File: config.mk
export PLATFORM = sky130hd
export DESIGN_NAME = iq_dispatch_ctrl
export DESIGN_NICKNAME = d
export VERILOG_FILES = /design/src/rtl/iq_dispatch_ctrl.sv
export SDC_FILE = /design/constraint.sdc
export NUM_CORES = 1
export LEC_CHECK = 0
export BUFFER_PORTS_ARGS = -buffer_cell sky130_fd_sc_hd__buf_2
export CORE_ASPECT_RATIO = 0.6
export CORE_MARGIN = 5
export CORE_UTILIZATION = 55
export CTS_BUF_LIST = sky130_fd_sc_hd__clkbuf_4 sky130_fd_sc_hd__clkbuf_8
export CTS_CLUSTER_DIAMETER = 120
export DETAILED_ROUTE_END_ITERATION = 7
export PLACE_DENSITY = 0.76
export SKIP_LAST_GASP = 1
export SLEW_MARGIN = 10
export SYNTH_ARGS = -nofsm -noshare
export SYNTH_HDL_FRONTEND = slang
export SYNTH_SLANG_ARGS = --single-unit
File: constraint.sdc
create_clock -name clk_in -period 8.93 [get_ports clk_in]
set_input_delay 0.4465 -clock clk_in [delete_from_list [all_inputs] [get_ports clk_in]]
set_output_delay 0.4465 -clock clk_in [all_outputs]
set_load 0.03 [all_outputs]
File: src/rtl/iq_dispatch_ctrl.sv
// Instruction queue and in-order dispatch scheduler between fetch and decode.
// Optional same-cycle bypass of an empty queue is enabled by defining IQ_BYPASS_EN.
module iq_dispatch_ctrl #(
    parameter int unsigned IQ_W = 3
) (
    input  logic        clk_in,
    input  logic        rst_n_in,
    input  logic        rdy_in,
    input  logic        clear_in,
    input  logic        if_valid,
    input  logic [31:0] if_addr,
    input  logic [31:0] if_ins,
    input  logic        if_pred_jmp,
    input  logic [31:0] if_pred_another,
    output logic        iq_full,
    input  logic        rs_full,
    input  logic        lsb_full,
    input  logic        rob_full,
    output logic        is_ins,
    output logic [31:0] ins_addr,
    output logic [31:0] ins,
    output logic        pred_jmp,
    output logic [31:0] pred_another
);

    localparam int unsigned DEPTH = 1 << IQ_W;
    localparam logic [IQ_W:0] FULL_CNT = (IQ_W + 1)'(DEPTH);

    localparam logic [0:0] ST_RUN   = 1'b0;
    localparam logic [0:0] ST_FLUSH = 1'b1;

    localparam logic [6:0] OP_LOAD   = 7'b0000011;
    localparam logic [6:0] OP_STORE  = 7'b0100011;
    localparam logic [6:0] OP_IMM    = 7'b0010011;
    localparam logic [6:0] OP_REG    = 7'b0110011;
    localparam logic [6:0] OP_BRANCH = 7'b1100011;
    localparam logic [6:0] OP_JALR   = 7'b1100111;

    typedef struct packed {
        logic [31:0] addr;
        logic [31:0] word;
        logic        pred_jmp;
        logic [31:0] pred_another;
    } iq_entry_t;

    // Target-unit gating: RS users and LSB users also need their unit; everything needs the ROB.
    function automatic logic unit_ready(input logic [6:0] op, input logic rs_f,
                                        input logic lsb_f, input logic rob_f);
        logic need_rs;
        logic need_lsb;
        need_rs  = (op == OP_JALR) || (op == OP_BRANCH) || (op == OP_IMM) || (op == OP_REG);
        need_lsb = (op == OP_LOAD) || (op == OP_STORE);
        return !rob_f && !(need_rs && rs_f) && !(need_lsb && lsb_f);
    endfunction

    logic [0:0]      state;
    logic [0:0]      state_next;
    logic [IQ_W-1:0] head;
    logic [IQ_W-1:0] tail;
    logic [IQ_W:0]   count;
    iq_entry_t       mem [DEPTH];

    iq_entry_t in_entry;
    iq_entry_t head_entry;
    logic      run_ok;
    logic      do_flush;
    logic      do_issue;
    logic      do_push;
    logic      do_bypass;

    assign iq_full = (count == FULL_CNT) || (state == ST_FLUSH);

    // State register
    always_ff @(posedge clk_in or negedge rst_n_in) begin
        if (!rst_n_in) begin
            state <= ST_RUN;
        end else begin
            state <= state_next;
        end
    end

    // Next state: a flush lasts one cycle unless clear is held
    always_comb begin
        state_next = state;
        if (rdy_in) begin
            state_next = clear_in ? ST_FLUSH : ST_RUN;
        end
    end

    // Push/issue/flush decisions for this cycle
    always_comb begin
        in_entry   = '{addr: if_addr, word: if_ins, pred_jmp: if_pred_jmp,
                       pred_another: if_pred_another};
        head_entry = mem[head];
        run_ok     = rdy_in && !clear_in && (state == ST_RUN);
        do_flush   = rdy_in && (clear_in || (state == ST_FLUSH));
        do_issue   = run_ok && (count != '0) &&
                     unit_ready(head_entry.word[6:0], rs_full, lsb_full, rob_full);
`ifdef IQ_BYPASS_EN
        do_bypass  = run_ok && if_valid && (count == '0) &&
                     unit_ready(if_ins[6:0], rs_full, lsb_full, rob_full);
`else
        do_bypass  = 1'b0;
`endif
        do_push    = run_ok && if_valid && !iq_full && !do_bypass;
    end

    // Queue storage; not reset, validity is tracked by head/tail/count
    always_ff @(posedge clk_in) begin
        if (do_push) begin
            mem[tail] <= in_entry;
        end
    end

    // Pointers and occupancy
    always_ff @(posedge clk_in or negedge rst_n_in) begin
        if (!rst_n_in) begin
            head  <= '0;
            tail  <= '0;
            count <= '0;
        end else if (do_flush) begin
            head  <= '0;
            tail  <= '0;
            count <= '0;
        end else begin
            if (do_issue) begin
                head <= head + IQ_W'(1);
            end
            if (do_push) begin
                tail <= tail + IQ_W'(1);
            end
            if (do_push && !do_issue) begin
                count <= count + (IQ_W + 1)'(1);
            end else if (do_issue && !do_push) begin
                count <= count - (IQ_W + 1)'(1);
            end
        end
    end

    // Decode-side output registers; data holds when nothing issues, all held while !rdy_in
    always_ff @(posedge clk_in or negedge rst_n_in) begin
        if (!rst_n_in) begin
            is_ins       <= 1'b0;
            ins_addr     <= '0;
            ins          <= '0;
            pred_jmp     <= 1'b0;
            pred_another <= '0;
        end else if (rdy_in) begin
            is_ins <= do_issue || do_bypass;
            if (do_bypass) begin
                ins_addr     <= in_entry.addr;
                ins          <= in_entry.word;
                pred_jmp     <= in_entry.pred_jmp;
                pred_another <= in_entry.pred_another;
            end else if (do_issue) begin
                ins_addr     <= head_entry.addr;
                ins          <= head_entry.word;
                pred_jmp     <= head_entry.pred_jmp;
                pred_another <= head_entry.pred_another;
            end
        end
    end

endmodule

==> metrics.md, run 1 <==
| Metric | Value |
|---|---|
| Result of the run | complete, no violations |
| Total CTS buffers | 119 |
| Worst-margin pin slew | approximately 1.1 ns |
| CP endpoint kind | register |
| Final Util | 64.6% |
| Global-route wire length before repair | 104,000 um |
| Netlist area before placement | between 0.03 and 0.04 mm2 |
| Overflow after GRT | 0 |
| Setup CP Type | reg -> reg |
| TritonCTS clock tree | yes |
| Post-synthesis cell count | between 1,500 and 2,000 |
| IO buf count | 203 |
| Final std cells w/o fill | around 2,800 |
| Starting utilization of the core area | between 50% and 60% |
| Placer's final routability congestion estimate | 0.756 |
| Full die area | approximately 0.066 mm2 |
| Number of register bits inferred by synthesis | about 900 |
| Global Route Usage Sum | a little over a fifth |
| Number of global-route vias before repair | approximately 17,000 |
| Drt wl/cell | approximately 24 um |
| Highest achievable clock rate | 0.205 GHz |
| DRT antenna net count | 0 |
| Main combinational cell family by area after synthesis | multiplexers |
| Final design instance area without fill | about 0.038 mm2 |
| Number of placed cells counting well taps | 2,463 |
| FP Rows | 69 |
| Number of nets at the end of the flow | between 2,000 and 2,500 |
| Final hold violation count | 0 |
| Main flop type after synthesis | sky130_fd_sc_hd__edfxtp_1 |
| Number of antenna violations at the first check in global routing | 5 |
| Buffers from clock root to sink, at most | 3 |
| Number of max-slew violations in the final report | 0 |
| Setup clock skew after layout | roughly 0.024 ns |
| Area added between synthesis and finish | 15.7% |
| Worst slew margin relative to its limit | 23.9% |
| HPWL after detailed placement | 36,000 um |
| Worst skew pair latency | 0.73 ns |
| Data required time at the worst endpoint | roughly 9.6 ns |
| Hold-critical path depth | 4 |
| Number of optimization iterations in the first detailed-route pass | 5 |
| Worst reg2reg path depth | 13 |
| Die Y-Extent | 200 um |
| Final setup violation count | 0 |
| Type of the worst min-delay path | in -> reg |
| Clock-pin slew reported for the worst setup and hold paths after clock tree synthesis | around 0.06 ns |
| Total negative setup slack | 0 ns |
| Largest net degree at the start of global routing | roughly 200 |
| Post-CTS setup repair buffer count | 0 |
| Total I/O pin count | 204 |
| Simple logic cell fraction of the synthesized area | approximately 1.7% |
| Number of gates given a new drive strength after cts | 0 |
| Maximum vdd ir drop | 0.162 mV |
| Die Width | approximately 330 um |
| Via-to-Cell Ratio | between 5 and 6 |
| Critical Path AT | between 5 and 6 ns |
| Standby leakage power | about 13 nW |
| RSZ-0062 raised after global routing | no |
| Library cells used by synthesis | 38 |
| Multiplexer share of the synthesized area | 16.5% |
| TritonCTS Sinks | between 800 and 900 |
| Synthesized-area fraction occupied by adder cells | less than 1% |
| Max-capacitance violation count | 0 |
| Ratio of total power to cell area | 243 mW/mm2 |
| DP Area | approximately 0.035 mm2 |
| Ys async rst share | roughly 12% |
| Total number of vias | between 15,000 and 20,000 |
| Number of remaining DRC errors | 0 |
| Number of flops mapped to enable cells by yosys | slightly below 800 |
| Shortest clock period the worst path allows after layout | between 4 and 5 ns |
| Routed wire length | between 60,000 and 70,000 um |
| Crit-path max FO | 73 |
| Fraction of final layout cells with drive strength greater than 1 | between 30% and 40% |
| Final worst-path cycle share | 54.6% |
| Synthesized net count | 1,640 |
| Area share of xor/xnor cells in the synthesized design | less than 1% |
| Synth Area in Compound Gates | around 1.7% |
| Count of synthesis-stage warnings from yosys | 0 |
| Post-synthesis sequential area ratio | between 70% and 80% |
| Clock root cell | sky130_fd_sc_hd__clkbuf_8 |
| Hold Buf Count CTS | 101 |
| Synthesized area per cell | roughly 22 um2 |
| Core outline area | roughly 0.059 mm2 |
| Depth of the CTS H-tree | 3 |
| Starting DRC count in detailed routing | around 1,500 |
| Critical Path Source Type | register |
## final timing paths
check | from | end | slack [ns]
hold reg to reg | is_ins | is_ins | 0.48
max in group asynchronous | rst_n_in | ins[16] | 7.27
min in group asynchronous | rst_n_in | ins_addr[14] | 0.34
setup / recovery | head[1] | count[3] | 4.05
hold / removal | if_valid | tail[1] | 0.26
setup reg to reg | head[1] | count[3] | 4.05
## sequential cells by signal, indices dropped and copies added, names as in the netlist
name,cells
head,3
is_ins,1
tail,3
ins_addr,32
ins,32
state,1
pred_jmp,1
pred_another,32
count,4
mem,776
## kinds of logic after synthesis
logic type	Yosys count
flip-flops	885
adder cells (fa/ha/maj)	5
AO/OA/AOI/OAI	110
buffers and inverters	85
multiplexers	307
XOR/XNOR	4
AND/OR/NAND/NOR	134
## placed cells by master (no fill, tap or decap), drive strengths merged, types with 4 or more instances in the layout
master and instances:
a21oi 97, nand2 15, mux2 10, buf 228
clkbuf 175, nor3b 4, nor2 99, mux4 189
dlygate4sd3 101, mux2i 108, nor3 4, dfrtp 109
clkinv 46, ha 4, nand2b 4, edfxtp 776
inv 12
## final cells by class
| class | instances | area, um2 |
|---|---|---|
| tap | 781 | 977 |
| fill | 3882 | 21100 |
| antenna | 3 | 7.51 |
| clock inverter | 51 | 245 |
| sequential | 885 | 26000 |
| multi-input combinational | 560 | 6760 |
| inverter | 9 | 38.8 |
| timing repair buffer | 329 | 2230 |
| clock buffer | 175 | 2120 |
## critical path: stages (launching register included)
cell and delay (ns):
sky130_fd_sc_hd__dfrtp_4 0.97, sky130_fd_sc_hd__buf_4 0.99, sky130_fd_sc_hd__mux2_2 0.42, sky130_fd_sc_hd__mux4_2 0.49, sky130_fd_sc_hd__a31oi_1 0.16, sky130_fd_sc_hd__a21oi_1 0.05
sky130_fd_sc_hd__o31a_2 0.37, sky130_fd_sc_hd__nand2b_1 0.19, sky130_fd_sc_hd__ha_1 0.29, sky130_fd_sc_hd__a21o_1 0.17, sky130_fd_sc_hd__a21oi_1 0.16, sky130_fd_sc_hd__nor2_1 0.06
sky130_fd_sc_hd__mux2i_1 0.16, sky130_fd_sc_hd__mux2i_1 0.21
## cells in the mapped netlist (all sizes together) (2+ instances only)
cell    instances  area share [%]
clkbuf         29            0.33
xor2            2           0.053
xnor2           2           0.075
inv             9            0.10
nor2           99             1.1
a21o            3           0.068
a22oi           3           0.068
nand2b          4           0.075
a21oi          97             1.5
mux2i         108             3.3
mux4          189              13
nand2          15            0.17
ha              4            0.15
dfrtp         109             8.2
nand3           3           0.045
mux2           10            0.40
edfxtp        776              70
nor3b           4           0.090
o21ai           3           0.045
nor3            4           0.060
buf            47            0.96
## per-stage QoR
| step | hold slack [ns] | total power, mW | setup slack (ns) |
|---|---|---|---|
| floorplan | 0.151 | 5.93 | 0.117 |
| global placement | 0.465 | 6.40 | 4.07 |
| detailed placement | 0.473 | 6.43 | 4.06 |
| CTS | 0.175 | 9.44 | 4.04 |
| global route | 0.225 | 9.77 | 3.76 |
| finish | 0.257 | 9.35 | 4.05 |
## routing by layer
layer	track usage [%]	vias up	wire length, um
li1	-	7005	-
met1	30.1	8482	28900
met2	33.8	508	33200
met3	4.77	84	4310
met4	4.42	4	825
met5	0	-	21
## power breakdown
part           internal (mW)  leakage, nW  switching [mW]  total [mW]
Clock                   1.53         1.27            1.46        2.98
Combinational          0.502         3.84           0.935        1.44
Sequential              4.75         8.25           0.175        4.93
Note: power is estimated with default switching activity, not from simulation.
==> run 2, diff against run 1 <==
==> constraint.sdc (replaced) <==
create_clock -name clk_in -period 4.2 [get_ports clk_in]
set_input_delay 0.21 -clock clk_in [delete_from_list [all_inputs] [get_ports clk_in]]
set_output_delay 0.21 -clock clk_in [all_outputs]
set_load 0.03 [all_outputs]
==> run 2 against run 1 <==
Power grew 120%. Hold slack lost 0.14 ns. Non-clock buffer count grew 8. Design area grew 1.1%. Via count grew 1.7%. Clock power grew 130%. First-iteration DRC count grew 2.1%. Final cell count grew 0.43%. Critical path type unchanged. Critical endpoint unchanged. Largest power group unchanged.
==> metrics.md, run 2 (synthesis gave the netlist of run 1 again) <==
| Metric | Value |
|---|---|
| Destination of the worst register-to-register timing path | count[3] |
| Standby leakage power | approximately 14 nW |
| Final setup violation count | 0 |
| Die Y-Extent | roughly 200 um |
| Number of remaining DRC errors | 0 |
| Area added between synthesis and finish | 17.0% |
| Overflow after GRT | 0 |
| Final hold violation count | 0 |
| Critical Path AT | around 4.1 ns |
| Flip-flop count of the largest register, all copies and words added | just under 800 |
| TritonCTS clock tree | yes |
| Via-to-Cell Ratio | approximately 5.8 |
| Number of optimization iterations in the first detailed-route pass | 5 |
| Dpl ws | slightly below 0.7 ns |
| Final worst-path cycle share | between 80% and 90% |
| Total negative setup slack | 0 ns |
| DRT antenna net count | 0 |
| Most frequent standard cell in the layout excluding fill and tap cells | sky130_fd_sc_hd__edfxtp_1 |
| Routed wire length | 69,700 um |
| Number of nets at the end of the flow | 2,023 |
| IO buf count | 203 |
| Number of global-route vias before repair | 17,500 |
| Largest net degree at the start of global routing | 196 |
| Global Route Usage Sum | between 20% and 30% |
| TritonCTS Sinks | a little under 900 |
| Worst reg2reg path depth | 12 |
| Highest achievable clock rate | roughly 0.29 GHz |
| Shortest clock period the worst path allows after layout | roughly 3.5 ns |
| Starting utilization of the core area | a little under three fifths |
| Depth of the CTS H-tree | 3 |
| FP Rows | 69 |
| Crit-path max FO | 27 |
| Maximum vdd ir drop | 0.376 mV |
| Setup slack of the critical path after layout | 0.694 ns |
| Number of antenna violations at the first check in global routing | 9 |
| Worst flop-to-flop path startpoint | head[1] |
| Met1 routed wirelength after detailed routing | between 20,000 and 30,000 um |
| Critical Path Source Type | register |
| Number of gates given a new drive strength after cts | 0 |
| Clock root cell | sky130_fd_sc_hd__clkbuf_8 |
| CP endpoint kind | register |
| Top Metal Used | met5 |
| Routed length on met3 | 5150 um |
| Data required time at the worst endpoint | roughly 4.8 ns |
| Result of the run | complete, no violations |
| Starting DRC count in detailed routing | 1,537 |
| Number of max-slew violations in the final report | 0 |
| Type of the worst min-delay path | in -> async |
| Fraction of final layout cells with drive strength greater than 1 | roughly 33% |
| Core outline area | 0.0595 mm2 |
| Worst-margin pin slew | between 1 and 1.5 ns |
| Met2 wire len | roughly 34,000 um |
| Hold Buf Count CTS | between 100 and 150 |
| Top library cells by usage in the layout, fill and taps aside | 776 x sky130_fd_sc_hd__edfxtp_1, 202 x sky130_fd_sc_hd__buf_2, 189 x sky130_fd_sc_hd__mux4_2 |
| Post-CTS setup repair buffer count | 0 |
| Total number of vias | approximately 16,000 |
| Die Width | 327 um |
| Ratio of total power to cell area | ~530 mW/mm2 |
| Global-route wire length before repair | ~110,000 um |
| HPWL after detailed placement | between 30,000 and 40,000 um |
| Worst slew margin relative to its limit | 23.3% |
| Setup CP Type | reg -> reg |
| Final Util | about two thirds |
| Total CTS buffers | 120 |
| RSZ-0062 raised after global routing | no |
| Clock-pin slew reported for the worst setup and hold paths after clock tree synthesis | about 0.07 ns |
| Placer's final routability congestion estimate | roughly 0.72 |
| Register name with the most flops | mem |
| Full die area | roughly 0.066 mm2 |
| Setup clock skew after layout | roughly 0.028 ns |
| Max-capacitance violation count | 0 |
| Worst skew pair latency | 0.73 ns |
| Buffers from clock root to sink, at most | 3 |
| Total I/O pin count | 204 |
| Fillers | around 3,800 |
| Worst-case hold slack | 0.119 ns |
| Flop2flop setup slack | approximately 0.69 ns |
| Drt wl/cell | approximately 25 um |
[run 2: layer usage]
layer / track usage [%] / vias up
met5: 0 / -
met4: 5.12 / 10
met3: 5.05 / 110
met2: 34.8 / 619
met1: 30.6 / 8570
li1: - / 7044
[run 2: worst max-delay path by stage]
stage / from / end / slack [ns] / cells past startpoint
final: head[1] / count[3] / 0.69 / 12
after global routing: head[1] / count[3] / 0.53 / 12
after CTS: head[1] / count[3] / 0.68 / 12
after detailed placement: head[1] / count[3] / 0.68 / 12
after global placement: head[1] / count[3] / 0.71 / 12
after floorplan: state / mem[7][0] / -1.40 / 4
[run 2: per-stage QoR]
stage,power (mW),instances,instance area [um2]
after floorplan,12.6,1530,33200
after global placement,13.6,2470,35200
after detailed placement,13.7,2470,35200
after CTS,20.6,2801,38800
after global routing,21.3,2805,38800
final,20.4,2805,38800
[run 2: worst max-delay path, cell delays in order (launching register included)]
cell and delay, ns:
sky130_fd_sc_hd__dfrtp_4 0.69, sky130_fd_sc_hd__mux2_2 0.39, sky130_fd_sc_hd__mux4_2 0.49, sky130_fd_sc_hd__a31oi_1 0.16, sky130_fd_sc_hd__a21oi_1 0.06, sky130_fd_sc_hd__o31a_2 0.37, sky130_fd_sc_hd__nand2b_1 0.20, sky130_fd_sc_hd__ha_1 0.29
sky130_fd_sc_hd__a21o_1 0.18, sky130_fd_sc_hd__a21oi_1 0.17, sky130_fd_sc_hd__and2_1 0.15, sky130_fd_sc_hd__mux2i_1 0.08, sky130_fd_sc_hd__mux2i_1 0.15
[run 2: layout make-up]
| type | instances | area [um2] | share of cell area (%) |
|---|---|---|---|
| Sequential cell | 885 | 26000 | 67.0 |
| Multi-Input combinational cell | 560 | 6800 | 17.5 |
| Clock buffer | 198 | 2420 | 6.23 |
| Timing Repair Buffer | 337 | 2380 | 6.14 |
| Tap cell | 781 | 977 | 2.52 |
| Clock inverter | 31 | 183 | 0.470 |
| Inverter | 9 | 38.8 | 0.0999 |
| Antenna cell | 4 | 10.0 | 0.0258 |
[run 2: power breakdown]
| group | leakage, nW | total (mW) | switching (mW) | internal, mW |
|---|---|---|---|---|
| combinational | 3.89 | 3.09 | 2.02 | 1.07 |
| clock | 1.39 | 6.83 | 3.13 | 3.70 |
| sequential | 8.25 | 10.5 | 0.366 | 10.1 |
==> run 3, diff against run 2 <==
==> constraint.sdc (replaced) <==
create_clock -name clk_in -period 3 [get_ports clk_in]
set_input_delay 0.15 -clock clk_in [delete_from_list [all_inputs] [get_ports clk_in]]
set_output_delay 0.15 -clock clk_in [all_outputs]
set_load 0.03 [all_outputs]
==> run 3 against run 2 <==
Die area stayed put. Utilization is 0.82 points higher. Sequential share of layout area is 0.83 points lower. Global-route usage is 0.49 points lower. The run now ends with setup timing left.
==> metrics.md, run 3 (synthesis gave the netlist of run 1 again) <==
| Metric | Value |
|---|---|
| Result of the run | finished with violations |
| Violated checks | setup timing |
| Die Y-Extent | 200 um |
| DRT antenna net count | 0 |
| Ratio of total power to cell area | 724 mW/mm2 |
| Starting DRC count in detailed routing | 1,181 |
| Worst-margin pin slew | 1.08 ns |
| Global routing usage on met2 | between 30 and 40% |
| Worst slew margin relative to its limit | roughly 28% |
| CP cell instances | mux4_2 > mux2_4 > o21ba_4 > o31a_4 > nand2b_4 > ha_4 > a21o_1 > a21oi_2 > and2_1 > mux2i_2 > mux2i_1 |
| TritonCTS Sinks | just under 900 |
| TritonCTS clock tree | yes |
| Data required time at the worst endpoint | approximately 3.6 ns |
| Fillers | between 3,000 and 4,000 |
| Routed wire length | between 60,000 and 70,000 um |
| Highest achievable clock rate | approximately 0.32 GHz |
| Top library cells by usage in the layout, fill and taps aside | 776 x sky130_fd_sc_hd__edfxtp_1, 202 x sky130_fd_sc_hd__buf_2, 189 x sky130_fd_sc_hd__mux4_2 |
| Flip-flop count of the largest register, all copies and words added | just under 800 |
| Number of max-slew violations in the final report | 0 |
| Starting utilization of the core area | 55.8% |
| Area added between synthesis and finish | 18.5% |
| Max-capacitance violation count | 0 |
| Fraction of final layout cells with drive strength greater than 1 | around a third |
| IO buf count | ~200 |
| Maximum vdd ir drop | roughly 0.57 mV |
| Total CTS buffers | 120 |
| Number of remaining DRC errors | 0 |
| Shortest clock period the worst path allows after layout | between 3 and 4 ns |
| Type of the worst min-delay path | in -> reg |
| PnR Total Power | 28.5 mW |
| FP Rows | 69 |
| Standby leakage power | around 14 nW |
| Crit-path max FO | 8 |
| Peak-usage layer in the global routing report | met2 |
| Number of antenna violations at the first check in global routing | 8 |
| Full die area | 0.0655 mm2 |
| CP endpoint kind | register |
| Footprint of the flip-flops and latches | around 0.026 mm2 |
| Global-route wire length before repair | around 100,000 um |
| Depth of the CTS H-tree | 3 |
| Kind of cell with the highest combined delay on the critical path | multiplexers |
| Final hold violation count | 0 |
| Register name with the most flops | mem |
| Number of nets at the end of the flow | around 2,100 |
| Met1 Track Usage GR | between 20 and 30% |
| Overflow after GRT | 0 |
| Number of global-route vias before repair | 17,300 |
| Largest net degree at the start of global routing | 100 |
| Setup CP Type | reg -> reg |
| RSZ-0062 raised after global routing | yes |
| Buffers from clock root to sink, at most | 3 |
| Total number of vias | approximately 16,000 |
| Post-CTS setup repair buffer count | 0 |
| Crit path max-delay cell type | sky130_fd_sc_hd__mux4_2 |
| Total I/O pin count | 204 |
| Setup clock skew after layout | 0.0285 ns |
| Number of optimization iterations in the first detailed-route pass | 5 |
| Die Width | around 330 um |
| Placer's final routability congestion estimate | around 0.74 |
| Final setup violation count | 1 |
| Drt wl/cell | between 20 and 25 um |
| Worst path bufs/invs | 0 |
| Most frequent standard cell in the layout excluding fill and tap cells | sky130_fd_sc_hd__edfxtp_1 |
| Worst skew pair latency | between 0.7 and 0.8 ns |
| Clock root cell | sky130_fd_sc_hd__clkbuf_8 |
| Core outline area | 0.0595 mm2 |
| Critical Path Source Type | register |
| Clock-pin slew reported for the worst setup and hold paths after clock tree synthesis | 0.07 ns |
| HPWL after detailed placement | between 30,000 and 40,000 um |
| Final Util | 66.1% |
| Global Route Usage Sum | 21.1% |
| Setup slack of the critical path after layout | -0.141 ns |
| Final worst-path cycle share | 105% |
| Via-to-Cell Ratio | between 5 and 6 |
| Critical Path AT | 3.78 ns |
| CP peak stage delay | between 0.5 and 0.6 ns |
| Area taken by multi-input logic gates | ~0.007 mm2 |
| Met3 demand-to-capacity share in global routing | 5.06% |
run 3: cell types whose count changed in the layout (fill, tap and decap cells not counted), moves of 2 or more:
cell / previous run / this run
sky130_fd_sc_hd__buf_12: 8 / 23
sky130_fd_sc_hd__buf_4: 24 / 36
sky130_fd_sc_hd__clkbuf_4: 49 / 54
sky130_fd_sc_hd__clkbuf_8: 149 / 144
sky130_fd_sc_hd__clkinv_1: 15 / 10
sky130_fd_sc_hd__clkinv_2: 10 / 15
sky130_fd_sc_hd__clkinvlp_4: 2 / 0
sky130_fd_sc_hd__inv_8: 2 / 0
sky130_fd_sc_hd__nand2b_1: 4 / 2
sky130_fd_sc_hd__nand2b_4: 0 / 2
run 3: area by class of cell:
type | instances | share of cell area [%]
sequential | 885 | 66.2
clock buffer | 198 | 6.07
tap | 781 | 2.48
inverter | 9 | 0.0986
multi-input combinational | 560 | 17.5
clock inverter | 29 | 0.484
antenna | 3 | 0.0191
timing repair buffer | 367 | 7.18
run 3: per-stage QoR:
step	hold WS (ns)	cells	instance area (um2)	worst slack [ns]	setup TNS, ns
5_1_grt	0.158	2832	39300	-0.228	-2.98
6_report	0.225	2832	39300	-0.141	-0.141
3_3_place_gp	0.140	2498	35600	-0.216	-0.216
3_5_place_dp	0.136	2498	35600	-0.201	-0.201
4_1_cts	0.141	2829	39300	-0.107	-0.107
2_1_floorplan	-0.146	1530	33300	-0.838	-449.28
run 3: metal layers:
layer  vias up  share of wire, %
met5         -             0.082
met4        10               1.5
met3        95               6.8
met2       534                49
met1      8507                42
li1       7099                 -
run 3: what timing repair did:
action / in CTS / in global routing
hold buffers: 104 / 0
gates cloned: 0 / 0
endpoints found under the setup margin: 1 / 35
endpoints found under the hold margin: 897 / 0
resized for setup: 8 / 3
pin swaps: 5 / 5
run 3: final timing paths:
check	start	to	slack [ns]	cells after the start
setup / recovery	head[0]	count[3]	-0.14	11
hold / removal	if_addr[8]	mem[6][73]	0.23	2
setup reg to reg	head[0]	count[3]	-0.14	11
hold reg to reg	ins[0]	ins[0]	0.51	1
max in group asynchronous	rst_n_in	ins[9]	2.02	4
min in group asynchronous	rst_n_in	ins_addr[9]	0.58	4
run 3: report_power, final:
group | internal (mW) | total, mW | switching (mW)
Combinational | 1.57 | 4.37 | 2.80
Clock | 5.19 | 9.46 | 4.27
Sequential | 14.1 | 14.7 | 0.517
